--- src/rtl/mips_pkg.sv ---
// mips_pkg: shared types for the MIPS multiply/divide unit
package mips_pkg;
  typedef enum logic [1:0] {MULT = 2'd0, MULTU = 2'd1, DIV = 2'd2, DIVU = 2'd3} mdu_op_t;
  typedef enum logic [1:0] {IDLE = 2'd0, RUN = 2'd1, FINISH = 2'd2} mdu_state_t;
endpackage

--- src/rtl/mdu_signfix.sv ---
// mdu_signfix: turns the unsigned iterative result into architectural HI/LO values
module mdu_signfix
  import mips_pkg::*;
#(
  parameter int WIDTH = 32
) (
  input  mdu_op_t            op,
  input  logic [WIDTH-1:0]   a,
  input  logic [WIDTH-1:0]   b,
  input  logic [2*WIDTH-1:0] p,
  output logic [WIDTH-1:0]   hi,
  output logic [WIDTH-1:0]   lo
);
  localparam logic [WIDTH-1:0] MIN = {1'b1, {(WIDTH-1){1'b0}}};
  logic sa, sb, div0, ovf;
  logic [2*WIDTH-1:0] prod;
  logic [WIDTH-1:0] q, r;
  // negate magnitudes by recorded signs, then apply divide-by-zero and overflow overrides
  always_comb begin
    sa = (op == MULT || op == DIV) && a[WIDTH-1];
    sb = (op == MULT || op == DIV) && b[WIDTH-1];
    prod = (sa ^ sb) ? -p : p;
    q = (sa ^ sb) ? -p[WIDTH-1:0] : p[WIDTH-1:0];
    r = sa ? -p[2*WIDTH-1:WIDTH] : p[2*WIDTH-1:WIDTH];
    div0 = b == '0;
    ovf = op == DIV && a == MIN && b == '1;
    {hi, lo} = !op[1] ? prod : div0 ? {a, {WIDTH{1'b1}}} : ovf ? {{WIDTH{1'b0}}, MIN} : {r, q};
  end
endmodule

--- src/rtl/mips_muldiv.sv ---
// mips_muldiv: iterative multiply/divide unit with HI/LO registers
module mips_muldiv
  import mips_pkg::*;
#(
  parameter int WIDTH = 32
) (
  input  logic             clk,
  input  logic             reset,
  input  logic             start,
  input  logic [1:0]       op,
  input  logic [WIDTH-1:0] srca,
  input  logic [WIDTH-1:0] srcb,
  input  logic             wr_hi,
  input  logic             wr_lo,
  input  logic [WIDTH-1:0] wdata,
  output logic             busy,
  output logic             done,
  output logic [WIDTH-1:0] hi,
  output logic [WIDTH-1:0] lo
);
  localparam int CW = $clog2(WIDTH);
  localparam logic [CW-1:0] LAST = CW'(WIDTH - 1);
  mdu_state_t state, state_n;
  mdu_op_t opc, op_r;
  logic [CW-1:0] cnt;
  logic [WIDTH-1:0] a_r, b_r, m, ma, mb, hi_n, lo_n;
  logic [2*WIDTH-1:0] p, p_n;
  logic [WIDTH:0] sum, t, diff;
  logic sgn;
  // operand magnitudes and one shift-add / restoring-subtract step
  always_comb begin
    opc = mdu_op_t'(op);
    sgn = opc == MULT || opc == DIV;
    ma = (sgn && srca[WIDTH-1]) ? -srca : srca;
    mb = (sgn && srcb[WIDTH-1]) ? -srcb : srcb;
    sum = {1'b0, p[2*WIDTH-1:WIDTH]} + (p[0] ? {1'b0, m} : '0);
    t = p[2*WIDTH-1:WIDTH-1];
    diff = t - {1'b0, m};
    p_n = !op_r[1] ? {sum, p[WIDTH-1:1]}
                   : {diff[WIDTH] ? t[WIDTH-1:0] : diff[WIDTH-1:0], p[WIDTH-2:0], ~diff[WIDTH]};
  end
  // next-state logic
  always_comb begin
    state_n = state == IDLE ? (start ? RUN : IDLE) : state == RUN ? (cnt == LAST ? FINISH : RUN) : IDLE;
    busy = state != IDLE;
  end
  // state register
  always_ff @(posedge clk)
    state <= reset ? IDLE : state_n;
  // datapath: multiplicand/divisor in m, product or {remainder, quotient} shifting through p
  always_ff @(posedge clk) begin
    if (reset) begin
      cnt <= '0;
      hi <= '0;
      lo <= '0;
      done <= 1'b0;
    end else begin
      done <= state == FINISH;
      if (state == IDLE && start) begin
        op_r <= opc;
        a_r <= srca;
        b_r <= srcb;
        m <= opc[1] ? mb : ma;
        p <= {{WIDTH{1'b0}}, opc[1] ? ma : mb};
        cnt <= '0;
      end
      if (state == RUN) begin
        p <= p_n;
        cnt <= cnt + 1'b1;
      end
      if (state == FINISH) begin
        hi <= hi_n;
        lo <= lo_n;
      end
      if (state == IDLE && !start && wr_hi) hi <= wdata;
      if (state == IDLE && !start && wr_lo) lo <= wdata;
    end
  end
  mdu_signfix #(.WIDTH(WIDTH)) u_fix (
    .op(op_r),
    .a (a_r),
    .b (b_r),
    .p (p),
    .hi(hi_n),
    .lo(lo_n)
  );
endmodule

--- config.mk ---
export PLATFORM = sky130hd
export DESIGN_NAME = mips_muldiv
export DESIGN_NICKNAME = d
export VERILOG_FILES = /design/src/rtl/mips_pkg.sv /design/src/rtl/mdu_signfix.sv /design/src/rtl/mips_muldiv.sv
export SDC_FILE = /design/constraint.sdc
export NUM_CORES = 1
export LEC_CHECK = 0
export BUFFER_PORTS_ARGS = -buffer_cell sky130_fd_sc_hd__buf_2
export CORE_MARGIN = 2
export CORE_UTILIZATION = 28
export CTS_CLUSTER_DIAMETER = 50
export DETAILED_ROUTE_END_ITERATION = 8
export PLACE_DENSITY = 0.54
export SLEW_MARGIN = 20
export SYNTH_ARGS = -nofsm -noshare
export SYNTH_HDL_FRONTEND = slang
export SYNTH_HIERARCHICAL = 1
export SYNTH_SLANG_ARGS = --single-unit
--- constraint.sdc ---
create_clock -name clk -period 9.55 [get_ports clk]
set_input_delay 1.91 -clock clk [delete_from_list [all_inputs] [get_ports clk]]
set_output_delay 1.91 -clock clk [all_outputs]
set_load 0.01 [all_outputs]
==> impl_metrics.tcl, run 1 <==
set metrics [dict create \
    status "complete, no violations" \
    seq_area_frac_synth_pct 34.9 \
    hold_path_startpoint "cnt[2]" \
    crit_chain "inv_1, ha_1, fa_1, nand2b_1, a21oi_1, o311ai_1, a21boi_2, a21oi_1, o2111ai_2, xor2_4, buf_4, mux2_2, mux2i_1, nor2_1" \
    power.density_nw_per_um2 163 \
    cts_tree "done" \
    r2r-start "p[31]" \
    p_comb_share_pct 22.5 \
    holdBufCountCts 0 \
    numClockSinks 234 \
    synth_area_leader_cell "edfxtp_1" \
    p_seq_share_pct 37.0 \
    initial_core_util_pct 28.2 \
    gr-total-overflow 0 \
    critical_path.startpoint_type "flop" \
    synth_top_area_share_pct 26.9 \
    drive_gt1_share_pct 14.0 \
    yosysWarnings 6 \
    die_x_um 258 \
    cts-buffers-inserted 38 \
    ys.flop_type "edfxtp_1" \
    slew_violations 0 \
    fin_ws_ns 5.10 \
    dp_hpwl_um 52300 \
    ant_nets 0 \
    final-setup-viol-count 0 \
    worst_pin_slew_ns 1.12 \
    grt_pass1_wl_um 102000 \
    hold_violations 0 \
    power.switching_mw 1.11 \
    fp-row-count 93 \
    synthCells 2025 \
    async_reset_ff_share_pct 0 \
    die_area_um2 66600 \
    required_ns 9.83 \
    min_path_type "flop to flop" \
    ys_types 81 \
    port-buffer-count 168 \
    syn_avg_cell_area_um2 8.93 \
    grt_pass1_vias 15919 \
    place_inst 2941 \
    antenna_found_initial 4 \
    p_leak_nw 7.93 \
    fillerInstances 6653 \
    dr.first_iter.drc_count 1379 \
    viasPerCell 5.51 \
    layout_min_cycle_time_ns 4.45 \
    fin_area_um2 20900 \
    ctsRootBufferMaster "clkbuf_16" \
    post_cts_resized 0 \
    syn_nets 2200 \
    synth-seq-cells 234 \
    worst_setup_path_end_kind "flop" \
    grt_use_total_pct 20.0 \
    post-place-ws_ns 4.97 \
    htree_levels 2 \
    period_share_pct 46.6 \
    vias 16594 \
    coreArea_um2 64100 \
    switching_share_pct 32.6 \
    grt_start_max_net_pins 141 \
    wire_per_inst_um 22.8 \
    path_common_cell "a21oi_1" \
    cp.arrival_ns 4.73 \
    worstSetupPathType "flop to flop" \
    p_clk_share_pct 40.4 \
    clock_path_buffers 3 \
    slowest_delay_ns 0.49 \
    holdWs_ns 0.501 \
    slew_headroom_pct 25.6 \
    ys_top_cells_by_area "edfxtp_1 (27%), dfxtp_1 (8.0%), mux2i_1 (7.9%)" \
    startpoint "p[31]" \
    drc 0 \
    skew_ns 0.0401 \
    area_growth_pct 15.8 \
    clkLatencyLatePin_ns 0.58 \
    syn_area_um2 18100 \
    rsz0062_at_grt "false" \
    place_area_um2 19700 \
    max_cap_violations 0 \
    cp_max_fo 33 \
    first_pass_iters 5 \
    post_cts_buffers 0 \
    tns_ns 0 \
    die_height_um 258 \
    final_nets 2301 \
    fmax_mhz 225 \
    wl_um 68700 \
    ioPinCount 169 \
    fin_cells 3013 \
    max-vdd-ir-drop_mv 0.146 \
    synth_edf_count 162 \
    cp_slowest_cell "edfxtp_1" \
    path_clk_slew_ns 0.05 \
    p_int_mw 2.30 \
    gp_congestion 0.926 \
]
[cell families after synthesis]
kind of cell / share of synthesized area (%)
simple gates: 16.6
compound gates: 20.9
flops: 34.9
xor+xnor: 10.3
buf+inv: 4.25
mux: 8.05
fa+ha+maj: 5.07
[state kept, by name, summed over array words and instances (netlist names)]
name	flops
a_r	32
m	32
b_r	32
lo	32
op_r	2
hi	32
p	64
state	2
done	1
cnt	5
[layout by cell type, fill, tap and decap left out, drive strengths merged, types with 5 or more instances in the layout]
cell	instances
nor2	204
buf	189
edfxtp	162
a21oi	155
mux2i	142
nand2	134
xor2	114
o21ai	112
xnor2	97
a211oi	77
dfxtp	72
ha	70
inv	67
clkbuf	45
nor4	43
nor3	42
and2	40
o21a	39
a21o	31
o311ai	31
a31oi	25
nand4	24
nand3	24
o211ai	22
nand2b	21
o31ai	18
nor2b	15
o41ai	14
o21bai	12
and3	11
or4	11
clkinv	9
o22ai	7
a22oi	6
or2	6
nor4b	5
a41oi	5
nor3b	5
[power groups by stage]
| stage | Sequential, mW | Combinational [mW] | Clock, mW |
|---|---|---|---|
| after global placement | 1.28 | 0.752 | 0 |
| final | 1.26 | 0.768 | 1.38 |
| after global routing | 1.27 | 0.837 | 1.44 |
| after floorplan | 1.24 | 0.523 | 0 |
| after detailed placement | 1.28 | 0.756 | 0 |
| after CTS | 1.26 | 0.761 | 1.40 |
[path summary, 6_finish.rpt]
kind,endpoint,cells past startpoint,slack [ns]
max,p[42],14,5.10
min,cnt[2],2,0.50
max reg2reg,p[42],14,5.10
min reg2reg,cnt[2],2,0.50
[worst max-delay path, delay by kind of cell (launching register included)]
family | cells | cell delay, ns
XOR/XNOR | 1 | 0.16
multiplexers | 2 | 0.54
AND/OR/NAND/NOR | 2 | 0.24
adder cells (fa/ha/maj) | 2 | 0.64
AO/OA/AOI/OAI | 5 | 1.52
buffers and inverters | 2 | 0.57
flip-flops | 1 | 0.49
[per-stage QoR]
| step | utilization [%] | total power, mW |
|---|---|---|
| floorplan | - | 1.76 |
| global placement | 30.7 | 2.03 |
| detailed placement | 30.7 | 2.04 |
| CTS | 32.6 | 3.42 |
| global route | 32.7 | 3.55 |
| finish | 32.7 | 3.41 |
[routing by layer]
layer	wire [um]	GRT usage, %	vias up
met5	0	0	-
met1	29100	26.1	8091
met4	3610	9.84	0
li1	-	-	7754
met3	4220	2.61	146
met2	31700	32.6	603
[cells in the mapped netlist, types with 24 or more instances]
cell      instances
o21ai_0         103
nand2_1         134
and2_1           40
mux2i_1         142
a21o_1           31
dfxtp_1          72
ha_1             70
inv_1            58
o311ai_0         29
nor4_1           38
nor2_1          203
o21a_1           39
a211oi_1         77
a21oi_1         155
xnor2_1          97
nor3_1           39
a31oi_1          25
nand4_1          24
edfxtp_1        162
xor2_1          113
clkbuf_1         99
[cell type report]
type,count,area [um^2],area share [%]
sequential,234,6310,30.1
inverter,58,218,1.04
antenna,3,7.51,0.0358
multi-input combinational,1605,11100,52.9
clock buffer,45,987,4.71
tap,855,1070,5.11
timing repair buffer,189,1010,4.83
clock inverter,24,254,1.21
(Power assumes the default switching activity.)
==> run 2, diff against run 1 <==
- PLACE_DENSITY: 0.54 -> 0.53
- clock period: 9.55 -> 4.6 ns (I/O delays scaled with it)
==> run 2 against run 1 <==
  * Clock skew down 0.0038 ns
  * Via count shrank 0.23%
  * Die area unchanged
  * Flip-flop and latch count unchanged
  * Total power rose by 110%
  * Sequential power up 110%
  * Register-to-register slack lost 4.7 ns
  * Utilization grew 0.20 points
  * Worst setup slack got worse by 4.7 ns
  * Clock power rose by 110%
  * Sequential share of layout area fell by 0.19 points
  * Count of clock-buffer cells in the layout up 1
  * Largest power group unchanged
==> impl_metrics.tcl, run 2 (synthesis results as in run 1) <==
set metrics [dict create \
    numClockSinks 234 \
    slew_headroom_pct 24.6 \
    final_nets 2312 \
    finalPower_mw 7.13 \
    fillerInstances 6646 \
    rr_worst_depth 13 \
    die_height_um 258 \
    post_cts_buffers 0 \
    wire_per_inst_um 22.7 \
    die_area_um2 66600 \
    gr-total-overflow 0 \
    post_cts_resized 0 \
    wl_um 68500 \
    fmax_mhz 238 \
    viasPerCell 5.48 \
    drive_gt1_share_pct 14.3 \
    ioPinCount 169 \
    hold_depth 2 \
    status "complete, no violations" \
    cp.arrival_ns 4.62 \
    final-setup-viol-count 0 \
    max-vdd-ir-drop_mv 0.281 \
    skew_ns 0.0363 \
    power.density_nw_per_um2 338 \
    grt_use_total_pct 20.0 \
    grt_pass1_wl_um 102000 \
    tns_ns 0 \
    hold_violations 0 \
    clkLatencyLatePin_ns 0.57 \
    dr.first_iter.drc_count 1395 \
    coreArea_um2 64100 \
    grt_start_max_net_pins 140 \
    initial_core_util_pct 28.2 \
    worst_setup_path_end_kind "flop" \
    path_clk_slew_ns 0.06 \
    period_share_pct 91.3 \
    clock_path_buffers 3 \
    holdBufCountCts 0 \
    ant_nets 0 \
    cp_max_fo 12 \
    hold_path_startpoint "cnt[2]" \
    reg2reg_slack_ns 0.40 \
    hold_end "cnt[2]" \
    p_leak_nw 7.99 \
    r2r-start "p[31]" \
    die_x_um 258 \
    critical_path.startpoint_type "flop" \
    gp_congestion 0.928 \
    max_cap_violations 0 \
    vias 16556 \
    grt_pass1_vias 15855 \
    antenna_found_initial 3 \
    r2r-end "p[33]" \
    drc 0 \
    cts-buffers-inserted 37 \
    worst_pin_slew_ns 1.13 \
    ctsRootBufferMaster "clkbuf_16" \
    htree_levels 2 \
    first_pass_iters 6 \
    slew_violations 0 \
    fp-row-count 93 \
    largest_reg_flops 64 \
    area_growth_pct 16.5 \
    mostFrequentLayoutCells "nor2_1 (201), buf_2 (168), edfxtp_1 (162)" \
    worstSetupPathType "flop to flop" \
    min_path_type "flop to flop" \
    final_common_cell "nor2_1" \
    cts_tree "done" \
    rsz0062_at_grt "false" \
    required_ns 5.02 \
    port-buffer-count 168 \
    layout_min_cycle_time_ns 4.20 \
    dp_hpwl_um 52800 \
    regMostFlops "p" \
]
-- run 2: cell types whose count changed in the layout (fill, tap and decap cells not counted), sizes merged --
cell,delta
clkinv,-1
diode,-1
buf,+12
bufinv,+1
clkinvlp,+1
inv,-5
clkbuf,+1
-- run 2: layer usage --
layer,global-route usage (%),up-vias,wire [um]
li1,-,7746,-
met1,26.1,8035,28900
met3,2.85,145,4500
met4,9.63,2,3380
met2,32.4,628,31700
met5,0,-,14
-- run 2: power by group --
| group | switching, mW | internal, mW | leakage (nW) |
|---|---|---|---|
| clock | 1.10 | 1.80 | 0.603 |
| combinational | 0.987 | 0.636 | 5.27 |
| sequential | 0.194 | 2.42 | 2.12 |
| total | 2.28 | 4.86 | 7.99 |
-- run 2: worst max path at each step --
stage                      from  cells past startpoint    end
after global placement    p[31]                     13  p[33]
after detailed placement  p[31]                     13  p[33]
after floorplan           reset                      2   p[0]
after global routing      p[31]                     13  p[40]
after CTS                 p[31]                     13  p[33]
final                     p[31]                     13  p[33]
-- run 2: layout make-up --
| type | instances | area, um^2 | area share, % |
|---|---|---|---|
| Timing Repair Buffer | 201 | 1130 | 5.34 |
| Inverter | 58 | 218 | 1.03 |
| Tap cell | 855 | 1070 | 5.08 |
| Antenna cell | 2 | 5.00 | 0.0238 |
| Sequential cell | 234 | 6310 | 29.9 |
| Multi-Input combinational cell | 1605 | 11100 | 52.6 |
| Clock buffer | 46 | 1010 | 4.80 |
| Clock inverter | 20 | 254 | 1.21 |
-- run 2: worst max-delay path, cell delays in order (launching register included) --
cell	delay (ns)
edfxtp_1	0.46
inv_1	0.09
ha_1	0.23
fa_1	0.43
nand2b_1	0.19
a21oi_1	0.28
o311ai_1	0.23
a21boi_2	0.31
a21oi_1	0.20
o2111ai_2	0.33
xor2_4	0.50
buf_4	0.32
mux2_2	0.36
a21oi_1	0.13
-- run 2: per-stage QoR --
step           hold slack, ns  area (um^2)  util (%)  setup slack [ns]  cells
2_1_floorplan           0.467        18100         -             0.239   2025
3_3_place_gp            0.479        19800      30.9             0.565   2953
3_5_place_dp            0.493        19800      30.9             0.485   2953
4_1_cts                 0.501        21100      32.8             0.463   3019
5_1_grt                 0.529        21100      32.9             0.238   3019
6_report                0.506        21100      32.9             0.401   3021
==> run 3, diff against run 2 <==
- CAP_MARGIN: unset -> 20
- PLACE_DENSITY: 0.53 -> 0.52
==> run 3 against run 2 <==
  * Sequential power about the same
  * Fmax up 6.4%
  * Wire length up 1.5%
  * Critical path depth up 1
  * Clock power up 2%
  * Critical path type unchanged
  * Largest power group unchanged
==> impl_metrics.tcl, run 3 (synthesis results as in run 1) <==
set metrics [dict create \
    final_common_cell "nor2_1" \
    vias 16490 \
    cp.arrival_ns 4.25 \
    viasPerCell 5.45 \
    min_path_type "flop to flop" \
    htree_levels 2 \
    fin_area_um2 21100 \
    coreArea_um2 64100 \
    post_cts_resized 0 \
    largest_reg_flops 64 \
    ant_nets 0 \
    dp_hpwl_um 53700 \
    skew_ns 0.0282 \
    slowest_delay_ns 0.45 \
    place_area_um2 19800 \
    gp_congestion 0.933 \
    max-vdd-ir-drop_mv 0.266 \
    p_leak_nw 8.04 \
    worstSetupPathType "flop to flop" \
    top_layer "met4" \
    hold_violations 0 \
    first_pass_iters 5 \
    critical_path.startpoint_type "flop" \
    grt_pass1_vias 15884 \
    mostFrequentLayoutCells "nor2_1 (201), buf_2 (168), edfxtp_1 (162)" \
    regMostFlops "p" \
    cp_max_fo 20 \
    cts-buffers-inserted 39 \
    routed-wl-met3_um 4570 \
    required_ns 4.90 \
    cp_slowest_cell "edfxtp_1" \
    grt_use_total_pct 20.4 \
    fmax_mhz 253 \
    wl_met1_um 30000 \
    status "complete, no violations" \
    worst_pin_slew_ns 1.12 \
    slew_violations 0 \
    grt_start_max_net_pins 140 \
    wire_per_inst_um 23.0 \
    port-buffer-count 168 \
    die_x_um 258 \
    area_growth_pct 16.9 \
    ioPinCount 169 \
    wl_met2_um 32600 \
    fp-row-count 93 \
    crit_family "compound AO/OA/AOI/OAI gates" \
    rr_worst_depth 14 \
    seqCellArea_um2 6310 \
    grt_pass1_wl_um 103000 \
    gr-total-overflow 0 \
    drc 0 \
    clkLatencyLatePin_ns 0.57 \
    max_cap_violations 0 \
    rsz0062_at_grt "false" \
    multi_input_area_um2 11100 \
    ctsRootBufferMaster "clkbuf_16" \
    path_clk_slew_ns 0.06 \
    period_share_pct 85.8 \
    worst_setup_path_end_kind "flop" \
    holdBufCountCts 0 \
    layout_min_cycle_time_ns 3.95 \
    die_area_um2 66600 \
    crit_chain "inv_1, ha_1, fa_1, nand2b_1, a21oi_1, o311ai_1, a21boi_2, a21oi_1, o2111ai_2, xor2_4, buf_4, mux2i_1, nand2_1, o211a_1" \
    numClockSinks 234 \
    power.density_nw_per_um2 341 \
    antenna_found_initial 3 \
    dr.first_iter.drc_count 1790 \
    worst-path-buf-inv 2 \
    tns_ns 0 \
    die_height_um 258 \
    final_nets 2314 \
    initial_core_util_pct 28.2 \
    clock_path_buffers 3 \
    final-setup-viol-count 0 \
    wl_um 69500 \
    cp.depth 14 \
    post_cts_buffers 0 \
    slew_headroom_pct 25.5 \
    fillerInstances 6656 \
    cts_tree "done" \
    hold_depth 2 \
    path_common_cell "a21oi_1" \
    drive_gt1_share_pct 14.7 \
]
[run 3: cell count changes in the layout (fill, tap and decap cells not counted), moves of 2 or more]
cell	delta
clkinv_2	+4
clkbuf_16	+2
clkbuf_8	-2
clkbuf_1	-2
inv_8	+3
inv_6	+4
clkinv_1	-2
[run 3: stage by stage]
step	hold slack [ns]	setup slack, ns	total power [mW]	utilization [%]	std cells
finish	0.519	0.654	7.21	33.0	3024
global route	0.543	0.366	7.51	33.0	3023
CTS	0.521	0.690	7.25	32.9	3022
detailed placement	0.510	0.733	4.25	30.9	2952
global placement	0.481	0.772	4.24	30.9	2952
floorplan	0.467	0.239	3.66	-	2025
[run 3: power by group]
| group | switching (mW) | leakage, nW | total, mW | internal [mW] |
|---|---|---|---|---|
| Combinational | 0.993 | 5.28 | 1.63 | 0.635 |
| Clock | 1.16 | 0.639 | 2.97 | 1.81 |
| Sequential | 0.200 | 2.12 | 2.62 | 2.42 |
[run 3: final timing paths]
check / from / endpoint / slack (ns)
hold / removal: cnt[2] / cnt[2] / 0.52
setup / recovery: p[31] / p[48] / 0.65
hold reg to reg: cnt[2] / cnt[2] / 0.52
setup reg to reg: p[31] / p[48] / 0.65
[run 3: final cells by class]
cell class	count	area share [%]
inverter	58	1.03
sequential	234	29.8
timing repair buffer	201	5.42
clock buffer	44	4.85
antenna	1	0.0118
multi-input combinational	1605	52.5
clock inverter	26	1.33
tap	855	5.06
[run 3: per-layer routing]
metal  global-route usage [%]  up-vias
met5                        0        -
met4                     7.42        0
met2                     33.8      642
met3                     2.56       99
li1                         -     7745
met1                     27.3     8004
[run 3: worst min-delay path: cells and delay by family, from the launching register on]
family / cells / cell delay (ns)
DFF: 1 / 0.34
and+or+nand+nor: 1 / 0.07
AOI/OAI and AO/OA: 1 / 0.06
